`src/rtl/sram_like_arbiter.sv`:
```
// sram_like_arbiter: arbitrates two sram_like masters (m0 = instruction fetch,
// m1 = data) onto one shared sram_like slave. Only one transfer is in flight at a time.
// Build option: define SRAM_ARB_RR_EN for round-robin arbitration.
// Without it, arbitration is fixed priority with m1 ahead of m0.
module sram_like_arbiter #(
  parameter int unsigned ADDR_W = 32,
  parameter int unsigned DATA_W = 32
) (
  input  logic              clock,
  input  logic              resetn,
  input  logic              m0_req,
  input  logic              m0_wr,
  input  logic [1:0]        m0_size,
  input  logic [ADDR_W-1:0] m0_addr,
  input  logic [DATA_W-1:0] m0_wdata,
  output logic              m0_addr_ok,
  output logic              m0_data_ok,
  output logic [DATA_W-1:0] m0_rdata,
  input  logic              m1_req,
  input  logic              m1_wr,
  input  logic [1:0]        m1_size,
  input  logic [ADDR_W-1:0] m1_addr,
  input  logic [DATA_W-1:0] m1_wdata,
  output logic              m1_addr_ok,
  output logic              m1_data_ok,
  output logic [DATA_W-1:0] m1_rdata,
  output logic              s_req,
  output logic              s_wr,
  output logic [1:0]        s_size,
  output logic [ADDR_W-1:0] s_addr,
  output logic [DATA_W-1:0] s_wdata,
  input  logic              s_addr_ok,
  input  logic              s_data_ok,
  input  logic [DATA_W-1:0] s_rdata,
  output logic              busy_o,
  output logic              err_o
);

  localparam int unsigned SIZE_W = 2;

  typedef enum logic [1:0] {
    IDLE = 2'd0,
    ADDR = 2'd1,
    DATA = 2'd2
  } state_t;

  state_t state_q, state_d;
  logic   grant_q, grant_d;
  logic   err_q, err_d;
  logic   arb_grant;
  logic   gnt_req;

`ifdef SRAM_ARB_RR_EN
  logic last_grant_q, last_grant_d;

  // Round-robin: on a tie the master that did not win last time gets the bus
  always_comb begin
    arb_grant = m1_req;
    if (m0_req && m1_req) begin
      arb_grant = ~last_grant_q;
    end
  end

  // last_grant follows every accepted address
  always_comb begin
    last_grant_d = last_grant_q;
    if (state_q == ADDR && gnt_req && s_addr_ok) begin
      last_grant_d = grant_q;
    end
  end

  // Round-robin history register
  always_ff @(posedge clock or negedge resetn) begin
    if (!resetn) begin
      last_grant_q <= 1'b1;
    end else begin
      last_grant_q <= last_grant_d;
    end
  end
`else
  // Fixed priority: m1 wins whenever it is requesting
  assign arb_grant = m1_req;
`endif

  assign gnt_req = grant_q ? m1_req : m0_req;

  // State, grant and sticky error registers
  always_ff @(posedge clock or negedge resetn) begin
    if (!resetn) begin
      state_q <= IDLE;
      grant_q <= 1'b0;
      err_q   <= 1'b0;
    end else begin
      state_q <= state_d;
      grant_q <= grant_d;
      err_q   <= err_d;
    end
  end

  // Next state, routing of slave handshakes and slave-side request mux
  always_comb begin
    state_d    = state_q;
    grant_d    = grant_q;
    err_d      = err_q | (s_data_ok & (state_q != DATA));
    s_req      = 1'b0;
    s_wr       = 1'b0;
    s_size     = SIZE_W'(0);
    s_addr     = ADDR_W'(0);
    s_wdata    = DATA_W'(0);
    m0_addr_ok = 1'b0;
    m1_addr_ok = 1'b0;
    m0_data_ok = 1'b0;
    m1_data_ok = 1'b0;
    case (state_q)
      IDLE: begin
        if (m0_req || m1_req) begin
          grant_d = arb_grant;
          state_d = ADDR;
        end
      end
      ADDR: begin
        s_req   = gnt_req;
        s_wr    = grant_q ? m1_wr    : m0_wr;
        s_size  = grant_q ? m1_size  : m0_size;
        s_addr  = grant_q ? m1_addr  : m0_addr;
        s_wdata = grant_q ? m1_wdata : m0_wdata;
        if (grant_q) begin
          m1_addr_ok = s_addr_ok;
        end else begin
          m0_addr_ok = s_addr_ok;
        end
        // A request withdrawn before acceptance never reaches the slave
        if (!gnt_req) begin
          state_d = IDLE;
        end else if (s_addr_ok) begin
          state_d = DATA;
        end
      end
      DATA: begin
        if (grant_q) begin
          m1_data_ok = s_data_ok;
        end else begin
          m0_data_ok = s_data_ok;
        end
        if (s_data_ok) begin
          state_d = IDLE;
        end
      end
      default: begin
        state_d = IDLE;
      end
    endcase
  end

  // Read data goes to both masters; each qualifies it with its own data_ok
  assign m0_rdata = {DATA_W{resetn}} & s_rdata;
  assign m1_rdata = {DATA_W{resetn}} & s_rdata;

  assign busy_o = (state_q != IDLE);
  assign err_o  = err_q;

endmodule

```
`config.mk`:
```
export PLATFORM = sky130hd
export DESIGN_NAME = sram_like_arbiter
export DESIGN_NICKNAME = d
export VERILOG_FILES = /design/src/rtl/sram_like_arbiter.sv
export SDC_FILE = /design/constraint.sdc
export NUM_CORES = 1
export LEC_CHECK = 0
export CAP_MARGIN = 20
export CORE_AREA = 2 2 120 122
export CTS_CLUSTER_DIAMETER = 50
export CTS_CLUSTER_SIZE = 14
export DETAILED_ROUTE_END_ITERATION = 16
export DIE_AREA = 0 0 122 124
export SLEW_MARGIN = 25
export SYNTH_ARGS = -nofsm -noshare
export SYNTH_HDL_FRONTEND = slang
export SYNTH_SLANG_ARGS = --single-unit
```
`constraint.sdc`:
```
create_clock -name clock -period 1.05 [get_ports clock]
set_input_delay 0.105 -clock clock [delete_from_list [all_inputs] [get_ports clock]]
set_output_delay 0.105 -clock clock [all_outputs]
set_load 0.005 [all_outputs]
```
==> flow_metrics.env <==
export IMPL_syn_avg_cell_area_sq_um=7.08
export IMPL_worstSetupEndpointType="output pin"
export IMPL_slew_headroom_pct=87.3
export IMPL_ant_nets=0
export IMPL_cts_buffer_depth=2
export IMPL_yosysWarnings=0
export IMPL_design_core_area_sq_um=13700
export IMPL_slew_violations=0
export IMPL_tightest_slew_ps=186
export IMPL_r2r_end="state_q[0]"
export IMPL_ios=310
export IMPL_rsz0062_at_grt="true"
export IMPL_maxCapViolations=0
export IMPL_syn_nets=413
export IMPL_drtPass1Iterations=4
export IMPL_numCtsBuffers=3
export IMPL_post_route_min_period_ps=1660
export IMPL_r2r_slack_ps=-330
export IMPL_cts_root_buffer="clkbuf_16"
export IMPL_critPathMaxFanout=7
export IMPL_drc=0
export IMPL_track_usage_pct=12.0
export IMPL_dp_slack_ps=-586
export IMPL_arrival_ps=1550
export IMPL_synthCells=241
export IMPL_grt_max_degree=34
export IMPL_vias=2877
export IMPL_cts_tree="yes"
export IMPL_yosysSeqAreaShare_pct=5.87
export IMPL_antenna_found_initial=0
export IMPL_dp_hpwl_um=8580
export IMPL_cts_sinks=4
export IMPL_final_common_cell="clkdlybuf4s50_1"
export IMPL_mostFrequentLayoutCells="169 x clkdlybuf4s50_1, 54 x mux2i_1, 51 x nor2_1"
export IMPL_initial_utilization_pct=12.4
export IMPL_hold_buffers=0
export IMPL_die_h_um=124
export IMPL_fillers=1423
export IMPL_clk_latency_ps=230
export IMPL_r2r_start="grant_q"
export IMPL_required_ps=940
export IMPL_rows=43
export IMPL_wl_um=11400
export IMPL_io_buffers=309
export IMPL_final_nets=740
export IMPL_instances_no_fill=747
export IMPL_run_status="finished with violations"
export IMPL_finalCritPeriodShare_pct=158
export IMPL_critical_path_class="reg -> out"
export IMPL_syn_to_final_growth_pct=212
export IMPL_globalRoute_totalOverflow=0
export IMPL_ys_seq_elements=4
export IMPL_violations="negative setup slack"
export IMPL_hold_class="in -> async"
export IMPL_leakage_nw=2.56
export IMPL_layout_setup_ws_ps=-608
export IMPL_finClkSkew_ps=4.27
export IMPL_timing_final_hold_violations=0
export IMPL_wl_per_cell_um=15.3
export IMPL_clkTransAtPathRegs_ps=30
export IMPL_p_per_area_nw_per_um2=1800
export IMPL_syn_area_sq_um=1710
export IMPL_die_area_sq_um=15100
export IMPL_grt_pass1_vias=2606
export IMPL_gp_congestion=0.793
export IMPL_htree_levels=1
export IMPL_worstSetupStartpointType="flip-flop"
export IMPL_vias_per_cell=3.85
export IMPL_ir_drop_mv=1.16
export IMPL_fmax_mhz=603
export IMPL_synth_cell_types=18
export IMPL_placed_cells=699
export IMPL_report_power_total_mw=9.60
export IMPL_reg2regPathDepth=5
export IMPL_antenna_cells=0
export IMPL_setup_violations=78
export IMPL_first_iter_violations=54
export IMPL_drive_above_1_share_pct=39.2
export IMPL_grt_pass1_wl_um=14300
export IMPL_die_w_um=122
## Yosys cell counts, drive strengths merged
| library cell | n | area [sq um] |
|---|---|---|
| nor2 | 71 | 267 |
| mux2i | 68 | 681 |
| buf | 47 | 352 |
| and2 | 32 | 200 |
| clkbuf | 4 | 16.3 |
| dfrtp | 4 | 100 |
| inv | 3 | 11.3 |
| nand2b | 2 | 12.5 |
| nor3 | 2 | 10.0 |
| o22ai | 2 | 12.5 |
| or2 | 2 | 12.5 |
| a21o | 1 | 7.51 |
| nand3b | 1 | 7.51 |
| nor3b | 1 | 7.51 |
| o32ai | 1 | 8.76 |
## timing repair
item	in CTS	in global routing
resized for setup	235	235
endpoints found under the setup margin	142	123
pin swaps	1	27
setup buffers	8	35
gates cloned	2	3
## critical path, cell delays in order, from the launching register on
cell and delay, ps:
dfrtp_4 550, buf_6 170, clkbuf_16 160, buf_6 110, mux2i_1 100, nor2_1 100, buf_2 120
## how the worst max path moves through the flow
stage,startpoint,endpoint,slack [ps],cells past startpoint
6_report,grant_q,s_wdata[22],-610,6
5_1_grt,grant_q,s_wdata[22],-640,6
4_1_cts,grant_q,s_addr[31],-800,4
3_5_place_dp,state_q[1],s_wdata[28],-590,4
3_3_place_gp,state_q[1],s_wdata[28],-580,4
2_1_floorplan,state_q[1],s_addr[10],-90,5
## final cells by class
| cell class | instances | area, sq um | area share (%) |
|---|---|---|---|
| Clock buffer | 4 | 78.8 | 1.48 |
| Inverter | 3 | 11.3 | 0.212 |
| Multi-Input combinational cell | 183 | 1430 | 26.9 |
| Sequential cell | 4 | 104 | 1.95 |
| Tap cell | 180 | 225 | 4.23 |
| Timing Repair Buffer | 373 | 3470 | 65.2 |
## cell families after synthesis
logic type             Yosys count  synth area share (%)
AOI/OAI and AO/OA                4                  1.69
buffers and inverters           54                  22.2
DFF                              4                  5.87
muxes                           68                  39.9
and+or+nand+nor                111                  30.3
## metrics by stage
stage	cell area [sq um]	utilization, %	setup TNS (ps)	hold slack (ps)
floorplan	1760	-	-2570	-191
global placement	4910	35.8	-70260	443
detailed placement	4910	35.8	-71310	453
CTS	5080	37.0	-43380	22.3
global route	5320	38.8	-40230	44.6
finish	5320	38.8	-36280	20.5
## flip-flops by register name (all words and copies together) (netlist names)
name	flops
state_q	2
err_o	1
grant_q	1
## per-layer routing
layer,share of wire (%),routed length [um],global-route usage (%)
met1,39,4440,14.1
met5,0,0,0
met4,0.61,70,2.16
met2,53,6050,22.6
met3,7.6,870,2.47
## power breakdown
group          switching, mW  leakage, nW  internal (mW)
logic                   3.46         2.48           5.17
clock network          0.123       0.0382          0.503
registers              0.122       0.0445          0.221
total                   3.71         2.56           5.90
(Power assumes the default switching activity.)
